File: src/rtl/seven_segment_scanner.sv
// -----------------------------------------------------------------------------
// seven_segment_scanner
//
// Time-multiplexed driver for a common-anode multi-digit 7-segment display.
// Each digit owns a slot of 2^cnt_width clock cycles. The first cycle of every
// slot is blanked (all digit enables off) so the segment lines can settle on
// the new digit's pattern without ghosting. Display content only changes at a
// frame boundary, so a frame is never drawn half old and half new.
//
// Parameters
//   w_digit    number of multiplexed digits (2..8)
//   cnt_width  refresh prescaler width; one digit slot = 2^cnt_width cycles
//
// Ports
//   clk             system clock
//   reset           asynchronous, active-high reset
//   load            one-cycle request to latch din as the next frame content
//   din             per-digit segment patterns, active-high; byte k = digit k,
//                   bit7 = a ... bit1 = g, bit0 = h (decimal point)
//   abcdefgh        segment drive, active-low
//   digit           digit enables, active-low, at most one bit low
//   frame_start     one-cycle pulse in the first cycle of each new frame
//   update_pending  high while a loaded pattern waits for the frame boundary
// -----------------------------------------------------------------------------
module seven_segment_scanner #(
  parameter int w_digit   = 4,
  parameter int cnt_width = 16
) (
  input  logic                   clk,
  input  logic                   reset,
  input  logic                   load,
  input  logic [8*w_digit-1:0]   din,
  output logic [7:0]             abcdefgh,
  output logic [w_digit-1:0]     digit,
  output logic                   frame_start,
  output logic                   update_pending
);

  localparam int idx_w = (w_digit > 1) ? $clog2(w_digit) : 1;
  localparam logic [idx_w-1:0] last_idx = idx_w'(w_digit - 1);

  // Active-low enables for the selected digit; all ones while blanked.
  function automatic logic [w_digit-1:0] digit_enables(
    input logic             blank,
    input logic [idx_w-1:0] sel
  );
    logic [w_digit-1:0] en;
    if (blank) begin
      en = {w_digit{1'b1}};
    end else begin
      en = ~(w_digit'(1) << sel);
    end
    return en;
  endfunction

  // Active-low segment drive for the selected digit of a frame buffer.
  function automatic logic [7:0] segment_drive(
    input logic [8*w_digit-1:0] frame_bits,
    input logic [idx_w-1:0]     sel
  );
    return ~frame_bits[{sel, 3'b000} +: 8];
  endfunction

  // Registered state
  logic [cnt_width-1:0]  cnt_r;
  logic [idx_w-1:0]      idx_r;
  logic [8*w_digit-1:0]  disp_r;
  logic [8*w_digit-1:0]  pend_r;
  logic                  pending_r;

  // Next-state values
  logic [cnt_width-1:0]  cnt_nxt_s;
  logic [idx_w-1:0]      idx_nxt_s;
  logic [8*w_digit-1:0]  disp_nxt_s;
  logic [8*w_digit-1:0]  pend_nxt_s;
  logic                  pending_nxt_s;
  logic                  slot_edge_s;
  logic                  swap_edge_s;

  // Next-state outputs, decoded from the next-state values so the registered
  // outputs always match the state they are registered alongside.
  logic [7:0]            abcdefgh_nxt_s;
  logic [w_digit-1:0]    digit_nxt_s;
  logic                  frame_start_nxt_s;

  // Slot and frame boundary detection plus prescaler/digit-index advance.
  always_comb begin
    cnt_nxt_s   = cnt_r + cnt_width'(1);
    slot_edge_s = (cnt_r == {cnt_width{1'b1}});
    swap_edge_s = 1'b0;
    idx_nxt_s   = idx_r;
    if (slot_edge_s) begin
      if (idx_r == last_idx) begin
        swap_edge_s = 1'b1;
        idx_nxt_s   = {idx_w{1'b0}};
      end else begin
        swap_edge_s = 1'b0;
        idx_nxt_s   = idx_r + idx_w'(1);
      end
    end else begin
      swap_edge_s = 1'b0;
      idx_nxt_s   = idx_r;
    end
  end

  // Frame buffer handling: a load on the swap edge goes straight to the
  // display; any other load parks in pend (last one wins) until the swap.
  always_comb begin
    disp_nxt_s    = disp_r;
    pend_nxt_s    = pend_r;
    pending_nxt_s = pending_r;
    if (swap_edge_s) begin
      pending_nxt_s = 1'b0;
      if (load) begin
        disp_nxt_s = din;
      end else if (pending_r) begin
        disp_nxt_s = pend_r;
      end else begin
        disp_nxt_s = disp_r;
      end
    end else begin
      if (load) begin
        pend_nxt_s    = din;
        pending_nxt_s = 1'b1;
      end else begin
        pend_nxt_s    = pend_r;
        pending_nxt_s = pending_r;
      end
    end
  end

  // Output decode from next-state values. The cycle where the prescaler
  // returns to zero is the blank cycle of the new slot; the segment lines
  // already carry the new digit's pattern during it.
  always_comb begin
    abcdefgh_nxt_s    = segment_drive(disp_nxt_s, idx_nxt_s);
    digit_nxt_s       = digit_enables(cnt_nxt_s == {cnt_width{1'b0}}, idx_nxt_s);
    frame_start_nxt_s = swap_edge_s;
  end

  // Scanner state registers.
  always_ff @(posedge clk or posedge reset) begin
    if (reset) begin
      cnt_r     <= {cnt_width{1'b0}};
      idx_r     <= {idx_w{1'b0}};
      disp_r    <= {(8*w_digit){1'b0}};
      pend_r    <= {(8*w_digit){1'b0}};
      pending_r <= 1'b0;
    end else begin
      cnt_r     <= cnt_nxt_s;
      idx_r     <= idx_nxt_s;
      disp_r    <= disp_nxt_s;
      pend_r    <= pend_nxt_s;
      pending_r <= pending_nxt_s;
    end
  end

  // Registered display outputs; reset values equal the decode of reset state.
  always_ff @(posedge clk or posedge reset) begin
    if (reset) begin
      abcdefgh       <= 8'hFF;
      digit          <= {w_digit{1'b1}};
      frame_start    <= 1'b0;
      update_pending <= 1'b0;
    end else begin
      abcdefgh       <= abcdefgh_nxt_s;
      digit          <= digit_nxt_s;
      frame_start    <= frame_start_nxt_s;
      update_pending <= pending_nxt_s;
    end
  end

endmodule

File: config.mk
export PLATFORM = sky130hd
export DESIGN_NAME = seven_segment_scanner
export DESIGN_NICKNAME = d
export VERILOG_FILES = /design/src/rtl/seven_segment_scanner.sv
export SDC_FILE = /design/constraint.sdc
export NUM_CORES = 1
export LEC_CHECK = 0
export CORE_MARGIN = 3
export CORE_UTILIZATION = 50
export CTS_BUF_LIST = sky130_fd_sc_hd__clkbuf_16
export DETAILED_ROUTE_END_ITERATION = 10
export PLACE_DENSITY = 0.83
export SLEW_MARGIN = 10
export SYNTH_ARGS = -nofsm -noshare
export SYNTH_HDL_FRONTEND = slang
export SYNTH_SLANG_ARGS = --single-unit
File: constraint.sdc
create_clock -name clk -period 10.2 [get_ports clk]
set_input_delay 2.55 -clock clk [delete_from_list [all_inputs] [get_ports clk]]
set_output_delay 2.55 -clock clk [all_outputs]
set_load 0.01 [all_outputs]
==> run summary, run 1 <==
Worst Path Required = 10.46 ns
Die height = 100 um
Setup slack at placement = 5.51 ns
Vias in the first global route = 3191
Run status = complete, no violations
Adder-cell share of the synthesized area = 0.00565
Post-Syn Instances = 388
H-tree lvl count = 3
CTS tree = yes
Period Utilization, post-route = 0.431
Hold buffer count at CTS = 0
Share of cells above drive strength 1 = 0.196
Initial Util = 0.526
Post-synth EDFFs = 0
Fmax = 228 MHz
Worst skew pair latency = 0.34 ns
Post-DP HPWL = 6.14 mm
CP endpoint kind = flip-flop
Switch share = 0.207
Cell-internal power = 0.659 mW
Synth Warn # = 0
Crit-path max FO = 35
Most frequent cells in the layout = dfrtp_1, clkdlybuf4s50_1, nand2_1
Clk_skew = 0.00853 ns
Clock slew at reported path FFs = 0.07 ns
Mapped Area = 4430 um^2
Actual slew at the worst max-slew pin = 0.800 ns
Crit path time final = 4.39 ns
Vias per cell = 6.22
Synth Area in Compound Gates = 0.137
Post-CTS Resized = 0
GRT Util Overall = 0.202
M1 WL = 4.11 mm
Row Count = 33
Initial antenna violation count = 0
Slew Limit Fails = 0
Antenna Nets Post-Route = 0
Critical Path Source Type = input pin
Clk network pwr share = 0.460
Fin Hold WS = 0.503 ns
Worst VDD drop = 97.0 uV
MaxCap Viol Count = 0
Mux share of post-synthesis cell area = 0.0882
Seq/Total Area, Yosys = 0.546
Final hold violations = 0
Critical path class = input pin to flip-flop
Met2 routed WL = 4.52 mm
Tightest Hold Check Type = flip-flop to flip-flop
Simple-Gate Fraction of Synth Area = 0.146
FILL cells = 649
RD Place Congestion = 0.864
Area delta synth->final = 19.1%
Die width = 100 um
Remaining global-route overflow = 0
Final Worst Setup Slack = 5.81 ns
Power per cell area = 157 nW/um^2
Post-Syn Nets = 425
Wire per inst = 17.9 um
Setup bufs post-CTS = 0
Setup TNS = 0 ns
DRC errors left = 0
LEAKAGE = 2.36 nW
Yosys reg bits = 96
Met3 wire len = 716 um
CTS buffer count = 9
Root Driver = clkbuf_16
Nets = 461
Commonest non-fill, non-tap cell in the layout = dfrtp_1
Ys flop type = dfrtp_1
Syn Area/Cell = 11.4 um^2
Placed cells = 518
Die Area = 10000 um^2
Synth Area in XOR/XNOR = 0.0316
Post-synth ARST share = 1.00
Core Area = 8420 um^2
Distinct cells, synth = 43
Post-Layout Cell Count = 534
Slew headroom = 0.466
Port bufs = 48
RSZ-0062 raised after global routing = no
Share of total power in combinational logic = 0.056
Sw Pwr = 0.172 mW
Final-report setup violation count = 0
Top sig layer = met4
Max clock buf depth = 2
Largest net degree at the start of global routing = 68
Sink Count = 96
CP arrival = 4.65 ns
DR pass1 iterations = 5
Via count = 3319
Ports = 49
Antenna Cells = 0
Routed WL = 9.56 mm
DR iter-0 viols = 226
Reg power frac = 0.484
First-pass GRT wire length = 16.0 mm
Combinational family with the most area after synthesis = simple AND/OR/NAND/NOR gates
## critical path: stages
cell             delay, ns
clkdlybuf4s50_1       0.40
buf_4                 0.24
nor2b_2               0.49
buf_4                 0.35
inv_1                 0.06
o22ai_1               0.15
a2bb2oi_1             0.12
a221oi_2              0.27
## area by class of cell
type	count	area (um^2)	share of cell area
Timing Repair Buffer	54	526	0.0996
Multi-Input combinational cell	253	1810	0.344
Clock buffer	9	225	0.0427
Clock inverter	7	118	0.0223
Tap cell	105	131	0.0249
Sequential cell	96	2420	0.458
Inverter	10	43.8	0.00830
## metrics by stage
step	total power, mW	util	area, um^2
final	0.831	0.626	5270
after floorplan	0.431	-	4430
after global placement	0.453	0.585	4930
after CTS	0.838	0.626	5270
after detailed placement	0.455	0.585	4930
after global routing	0.858	0.626	5270
## state kept, by name (all words and copies together) (netlist names)
| signal | flops |
|---|---|
| update_pending | 1 |
| idx_r | 2 |
| abcdefgh | 8 |
| digit | 4 |
| frame_start | 1 |
| pend_r | 32 |
| disp_r | 32 |
| cnt_r | 16 |
## worst paths after layout
path                       cells past startpoint  slack, ns                    end                 start
max in group asynchronous                      3       6.44  pend_r[4]$_DFFE_PP0P_                 reset
min in group asynchronous                      2       2.66    cnt_r[15]$_DFF_PP0_                 reset
hold reg to reg                                2       0.50   disp_r[31]$_DFF_PP0_  disp_r[31]$_DFF_PP0_
setup / recovery                               8       5.81  abcdefgh[3]$_DFF_PP1_                  load
setup reg to reg                               7       7.29  pend_r[7]$_DFFE_PP0P_    cnt_r[0]$_DFF_PP0_
hold / removal                                 2       0.50   disp_r[31]$_DFF_PP0_  disp_r[31]$_DFF_PP0_
## layer usage
layer  GRT usage  vias up
li1            -     1511
met3      0.0361       21
met5           0        -
met4      0.0756        0
met2       0.304      167
met1       0.293     1620
## cell families after synthesis
logic type | Yosys count
mux | 35
buf+inv | 39
xor+xnor | 16
flops | 96
compound gates | 71
fa+ha+maj | 2
simple gates | 129
## power groups by stage
stage	sequential [mW]	combinational (mW)	clock (mW)
floorplan	0.406	0.0252	0
global placement	0.408	0.0456	0
detailed placement	0.408	0.0469	0
CTS	0.402	0.0473	0.389
global route	0.403	0.0508	0.404
finish	0.402	0.0464	0.382
## synth_stat cells (2+ instances only)
master,number,share of area
a21oi_1,15,0.017
a221oi_2,7,0.024
a22o_1,8,0.016
a32oi_1,31,0.061
and2_1,2,0.0028
and3_1,16,0.023
buf_2,10,0.011
buf_4,3,0.0051
buf_6,2,0.0051
clkbuf_1,12,0.010
dfrtp_1,84,0.47
dfstp_2,12,0.071
ha_1,2,0.0057
inv_1,9,0.0076
mux2_2,32,0.081
mux2i_1,3,0.0068
nand2_1,42,0.036
nand3_1,38,0.043
nand4_1,5,0.0071
nor2_1,12,0.010
nor3_1,3,0.0034
nor4_1,3,0.0042
o211ai_2,2,0.0057
o21ai_0,2,0.0023
xnor2_1,6,0.012
xor2_1,10,0.020
Power figures use the tool's default switching activity.
==> inputs of run 2 (changes only) <==
- clock period: 10.2 -> 4.49 ns (I/O delays scaled with it)
==> run 2 against run 1 <==
  * Non-clock buffer count up 6
  * Register-to-register slack worse by 5.7 ns
  * Flip-flop and latch count unchanged
  * Worst setup slack worse by 4.3 ns
  * Critical endpoint is now abcdefgh[6]$_DFF_PP1_
  * Sequential share of layout area up 0.21 points
  * Routed wire length up 7.3%
  * Largest cell class unchanged
  * Combinational power up 140%
  * Final cell count up 1.1%
  * Hold slack better by 0.0064 ns
  * Final area down 0.45%
  * Critical path type unchanged
==> run summary, run 2 (same netlist as run 1, synthesis figures left out) <==
Biggest regs = disp_r (32), pend_r (32), cnt_r (16)
First-pass GRT wire length = 16.9 mm (+5.8%)
Tightest Hold Check Type = flip-flop to flip-flop
Core Area = 8420 um^2 (unchanged)
Largest net degree at the start of global routing = 65 (-4.4%)
Worst Path Required = 4.74 ns (-5.72 ns)
Initial antenna violation count = 0 (unchanged)
Clk_skew = 0.00469 ns (-0.00384 ns)
Slew headroom = 0.461 (-0.00431)
RSZ-0062 raised after global routing = no
Port bufs = 48 (unchanged)
Share of cells above drive strength 1 = 0.207 (+0.0111)
Setup slack at placement = 1.19 ns (-4.33 ns)
Worst reg2reg path startpoint = cnt_r[0]$_DFF_PP0_
CP endpoint kind = flip-flop
MaxCap Viol Count = 0 (unchanged)
Run status = complete, no violations
Period Utilization, post-route = 0.671
CP arrival = 3.26 ns (-1.39 ns)
DRC errors left = 0 (unchanged)
Worst setup path start = load
Setup bufs post-CTS = 0 (unchanged)
CTS tree = yes
Slew Limit Fails = 0 (unchanged)
Switch share = 0.226 (+0.0194)
Min-delay src = pend_r[23]$_DFFE_PP0P_
Worst VDD drop = 197 uV (+100%)
Crit path time final = 3.01 ns
LEAKAGE = 2.36 nW (about the same)
Initial Util = 0.526 (unchanged)
Share of total power in combinational logic = 0.064 (+0.008)
Max clock buf depth = 2 (unchanged)
H-tree lvl count = 3 (unchanged)
Post-CTS Resized = 0 (unchanged)
Hold buffer count at CTS = 0 (unchanged)
Row Count = 33 (unchanged)
Root Driver = clkbuf_16
Die Area = 10000 um^2 (unchanged)
Remaining global-route overflow = 0 (unchanged)
FILL cells = 640 (-1.4%)
Reg power frac = 0.532 (+0.048)
Post-DP HPWL = 6.84 mm (+11%)
Nets = 467 (+1.3%)
Area delta synth->final = 18.6%
Power per cell area = 327 nW/um^2 (+110%)
Final Worst Setup Slack = 1.48 ns (-4.33 ns)
Antenna Nets Post-Route = 0 (unchanged)
Ports = 49 (unchanged)
Sink Count = 96 (unchanged)
Final hold violations = 0 (unchanged)
Final-report setup violation count = 0 (unchanged)
Wire per inst = 19.0 um (+6.1%)
GRT Util Overall = 0.214 (+0.0125)
Antenna Cells = 0 (unchanged)
Clk network pwr share = 0.404 (-0.056)
Setup TNS = 0 ns (unchanged)
Critical Path Source Type = input pin
Die width = 100 um (unchanged)
Via count = 3333 (+0.42%)
Actual slew at the worst max-slew pin = 0.805 ns (+0.00487 ns)
Commonest non-fill, non-tap cell in the layout = dfrtp_1
Sw Pwr = 0.389 mW (+130%)
Cell-internal power = 1.33 mW (+100%)
Crit-path max FO = 19 (-46%)
DR pass1 iterations = 5 (unchanged)
Vias per cell = 6.17 (-0.69%)
CTS buffer count = 9 (unchanged)
Die height = 100 um (unchanged)
Vias in the first global route = 3328 (+4.3%)
DR iter-0 viols = 335 (+48%)
Routed WL = 10.3 mm (+7.3%)
RD Place Congestion = 0.863 (-0.20%)
Clock slew at reported path FFs = 0.06 ns (about the same)
Fmax = 332 MHz
Most frequent cells in the layout = dfrtp_1, clkdlybuf4s50_1, nand2_1
Worst skew pair latency = 0.34 ns (about the same)
Critical path class = input pin to flip-flop
run 2: changes by cell type in the layout (fill, tap and decap cells not counted):
cell        delta
clkinvlp_4     +1
inv_1          +1
clkinv_4       +1
clkinv_1       -1
bufinv_16      -3
clkinv_2       +1
buf_4          +6
run 2: power by group through the flow:
stage	sequential [mW]	clock [mW]	combinational, mW
3_3_place_gp	0.925	0	0.107
3_5_place_dp	0.928	0	0.111
6_report	0.913	0.694	0.110
5_1_grt	0.916	0.737	0.120
2_1_floorplan	0.921	0	0.0573
4_1_cts	0.912	0.707	0.111
run 2: per-stage QoR:
| stage | instance area [um^2] | total power [mW] | instances | util | hold WS [ns] |
|---|---|---|---|---|---|
| final | 5250 | 1.72 | 540 | 0.623 | 0.510 |
| after global routing | 5250 | 1.77 | 540 | 0.623 | 0.530 |
| after CTS | 5250 | 1.73 | 540 | 0.623 | 0.508 |
| after detailed placement | 4980 | 1.04 | 524 | 0.591 | 0.494 |
| after global placement | 4980 | 1.03 | 524 | 0.591 | 0.475 |
| after floorplan | 4430 | 0.979 | 388 | - | 0.460 |
run 2: path summary, 6_finish.rpt:
| path | endpoint | slack [ns] | cells after the start |
|---|---|---|---|
| max in group asynchronous | abcdefgh[4]$_DFF_PP1_ | 2.50 | 3 |
| min in group asynchronous | pend_r[13]$_DFFE_PP0P_ | 1.14 | 2 |
| worst max-delay path | abcdefgh[6]$_DFF_PP1_ | 1.48 | 7 |
| worst min-delay path | pend_r[23]$_DFFE_PP0P_ | 0.51 | 1 |
| worst min register to register | pend_r[23]$_DFFE_PP0P_ | 0.51 | 1 |
| worst max register to register | abcdefgh[6]$_DFF_PP1_ | 1.58 | 8 |
run 2: cell type report:
type                    instances  area (um^2)  share of cell area
multi-input cells             253         1810               0.345
well taps                     105          131              0.0250
inverters                      10         43.8             0.00834
clock buffers                   9          225              0.0429
clock inverters                 7         48.8             0.00929
repair buffers                 60          571               0.109
flip-flops and latches         96         2420               0.460
run 2: per-layer routing:
layer,wire (um),part of all wire,track usage,up-vias
li1,-,-,-,1526
met1,4570,0.45,0.300,1656
met2,4850,0.47,0.334,128
met3,570,0.056,0.0334,23
met4,263,0.026,0.0912,0
met5,0,0,0,-
run 2: worst max-delay path, cell delays in order:
cell	delay (ns)
clkdlybuf4s50_1	0.99
nor2b_2	0.10
buf_4	0.23
a32oi_1	0.22
nand3_1	0.13
a22o_1	0.26
a221oi_2	0.20
==> inputs of run 3 (changes only) <==
- PLACE_DENSITY: 0.83 -> 0.86
- clock period: 4.49 -> 2.4 ns (I/O delays scaled with it)
==> run 3 against run 2 <==
  * Final area up 4.2%
  * Core utilization up 2.6 points
  * Hold slack better by 0.0032 ns
  * Global-route usage down 0.31 points
  * Combinational power up 96%
  * Non-clock buffer count up 17
  * Total power up 92%
  * Worst setup slack worse by 1.3 ns
==> run summary, run 3 (same netlist as run 1, synthesis figures left out) <==
Reg-to-reg setup timing slack = 0.13 ns (-1.45 ns)
Slew headroom = 0.753 (+0.292)
Antenna Cells = 0 (unchanged)
FILL cells = 606 (-5.3%)
First-pass GRT wire length = 16.9 mm (-0.41%)
Hold buffer count at CTS = 0 (unchanged)
Remaining global-route overflow = 0 (unchanged)
Worst reg2reg path startpoint = cnt_r[13]$_DFF_PP0_
Final Worst Setup Slack = 0.134 ns (-1.34 ns)
Tot Pwr = 3.30 mW (+92%)
Buffers & Inverters on Critical Path = 2 (unchanged)
DR pass1 iterations = 6 (+1)
Clk network pwr share = 0.417 (+0.013)
Post-DP HPWL = 7.04 mm (+3.0%)
Tightest Hold Check Type = flip-flop to flip-flop
Setup slack at placement = 0.0503 ns (-1.14 ns)
Crit-path slowest cell = dfrtp_1
Power per cell area = 602 nW/um^2 (+84%)
Crit-path max FO = 8 (-11)
Fmax = 441 MHz
Final hold violations = 0 (unchanged)
Register area = 2420 um^2 (unchanged)
Reg-to-reg endpoint = abcdefgh[5]$_DFF_PP1_
Initial antenna violation count = 0 (unchanged)
Clock slew at reported path FFs = 0.07 ns (about the same)
Clk_skew = 0.00858 ns (+0.00388 ns)
Die height = 100 um (unchanged)
Fin Hold WS = 0.513 ns (+0.00323 ns)
Largest net degree at the start of global routing = 57 (-12%)
CTS tree = yes
Antenna Nets Post-Route = 0 (unchanged)
Sink Count = 96 (unchanged)
Ports = 49 (unchanged)
Actual slew at the worst max-slew pin = 0.369 ns (-0.436 ns)
LEAKAGE = 2.48 nW (+5.4%)
MaxCap Viol Count = 0 (unchanged)
CP endpoint kind = flip-flop
Stages on the worst setup path = 7 (unchanged)
Routed WL = 10.3 mm (+0.56%)
Critical path class = flip-flop to flip-flop
Vias per cell = 6.19 (+0.29%)
Row Count = 33 (unchanged)
Run status = complete, no violations
Worst Path Required = 2.65 ns (-2.09 ns)
Share of cells above drive strength 1 = 0.250 (+0.0431)
Via count = 3448 (+3.5%)
Critical Path Max Stage Delay = 0.46 ns (-0.53 ns)
Reg2Reg Depth = 7 (-1)
Worst setup path start = cnt_r[13]$_DFF_PP0_
Slew Limit Fails = 0 (unchanged)
Setup TNS = 0 ns (unchanged)
Reg power frac = 0.517 (-0.015)
Worst skew pair latency = 0.34 ns (about the same)
Area delta synth->final = 23.6%
Cell-internal power = 2.52 mW (+90%)
GRT Util Overall = 0.211 (-0.00308)
Root Driver = clkbuf_16
DRC errors left = 0 (unchanged)
RD Place Congestion = 0.847 (-1.9%)
Period Utilization, post-route = 0.944
Die width = 100 um (unchanged)
Worst VDD drop = 312 uV (+59%)
DR iter-0 viols = 271 (-19%)
Core Area = 8420 um^2 (unchanged)
Crit path time final = 2.27 ns
Biggest regs = disp_r (32), pend_r (32), cnt_r (16)
Share of total power in combinational logic = 0.066 (+0.002)
Vias in the first global route = 3460 (+4.0%)
CP arrival = 2.52 ns (-0.74 ns)
Wire per inst = 18.5 um (-2.5%)
Sw Pwr = 0.775 mW (+99%)
Commonest non-fill, non-tap cell in the layout = dfrtp_1
Delay-heaviest family, CP = simple AND/OR/NAND/NOR gates
Multi-input gate area = 1850 um^2 (+2.3%)
Port bufs = 48 (unchanged)
H-tree lvl count = 3 (unchanged)
CTS buffer count = 9 (unchanged)
Critical Path, Cell by Cell = nand4_1, nor4_4, mux2i_2, inv_1, and2_1, buf_4, a221oi_2
Initial Util = 0.526 (unchanged)
Switch share = 0.235 (+0.00896)
Die Area = 10000 um^2 (unchanged)
Nets = 484 (+3.6%)
Most frequent cells in the layout = dfrtp_1, clkdlybuf4s50_1, nand2_1
Final-report setup violation count = 0 (unchanged)
Critical Path Source Type = flip-flop
Max clock buf depth = 2 (unchanged)
CP Capture Point = abcdefgh[5]$_DFF_PP1_
==> run 3: worst min-delay path by stage <==
| stage | start | endpoint | slack (ns) | depth (start not counted) |
|---|---|---|---|---|
| finish | pend_r[19]$_DFFE_PP0P_ | pend_r[19]$_DFFE_PP0P_ | 0.51 | 1 |
| global route | pend_r[20]$_DFFE_PP0P_ | pend_r[20]$_DFFE_PP0P_ | 0.52 | 1 |
| CTS | cnt_r[1]$_DFF_PP0_ | cnt_r[1]$_DFF_PP0_ | 0.51 | 1 |
| detailed placement | pend_r[23]$_DFFE_PP0P_ | pend_r[23]$_DFFE_PP0P_ | 0.49 | 1 |
| global placement | cnt_r[1]$_DFF_PP0_ | cnt_r[1]$_DFF_PP0_ | 0.48 | 1 |
| floorplan | disp_r[31]$_DFF_PP0_ | disp_r[31]$_DFF_PP0_ | 0.46 | 2 |
==> run 3: final cells by class <==
class / instances / area share
Multi-Input combinational cell: 253 / 0.339
Sequential cell: 96 / 0.442
Timing Repair Buffer: 77 / 0.134
Clock inverter: 7 / 0.0112
Inverter: 10 / 0.00846
Clock buffer: 9 / 0.0412
Tap cell: 105 / 0.0240
==> run 3: routing by layer <==
metal / part of all wire / global-route usage / vias to the layer above / wire length [um]
met5: 0 / 0 / - / 0
met4: 0.011 / 0.0663 / 0 / 114
met3: 0.062 / 0.0396 / 15 / 635
met2: 0.49 / 0.335 / 137 / 5080
met1: 0.43 / 0.296 / 1745 / 4480
li1: - / - / 1551 / -
==> run 3: power groups by stage <==
stage               registers (mW)  clock network, mW  logic [mW]
floorplan                     1.72                  0       0.108
global placement              1.73                  0       0.211
detailed placement            1.73                  0       0.218
CTS                           1.70               1.39       0.219
global route                  1.71               1.47       0.235
finish                        1.70               1.38       0.216
==> run 3: worst register-to-register path: cells and delay by family, from the launching register on <==
family | cells | cell delay, ns
AND/OR/NAND/NOR | 3 | 0.84
flip-flops | 1 | 0.46
multiplexers | 1 | 0.31
buffers and inverters | 2 | 0.28
AO/OA/AOI/OAI | 1 | 0.28
==> run 3: stage by stage <==
step	cells	util	area, um^2
final	557	0.650	5470
after global routing	557	0.650	5470
after CTS	556	0.644	5420
after detailed placement	540	0.610	5140
after global placement	540	0.610	5140
after floorplan	388	-	4430
==> run 3: repair_timing <==
item                       CTS  global route
resized for setup            0             8
setup buffers                0             1
setup endpoints to repair    0            12
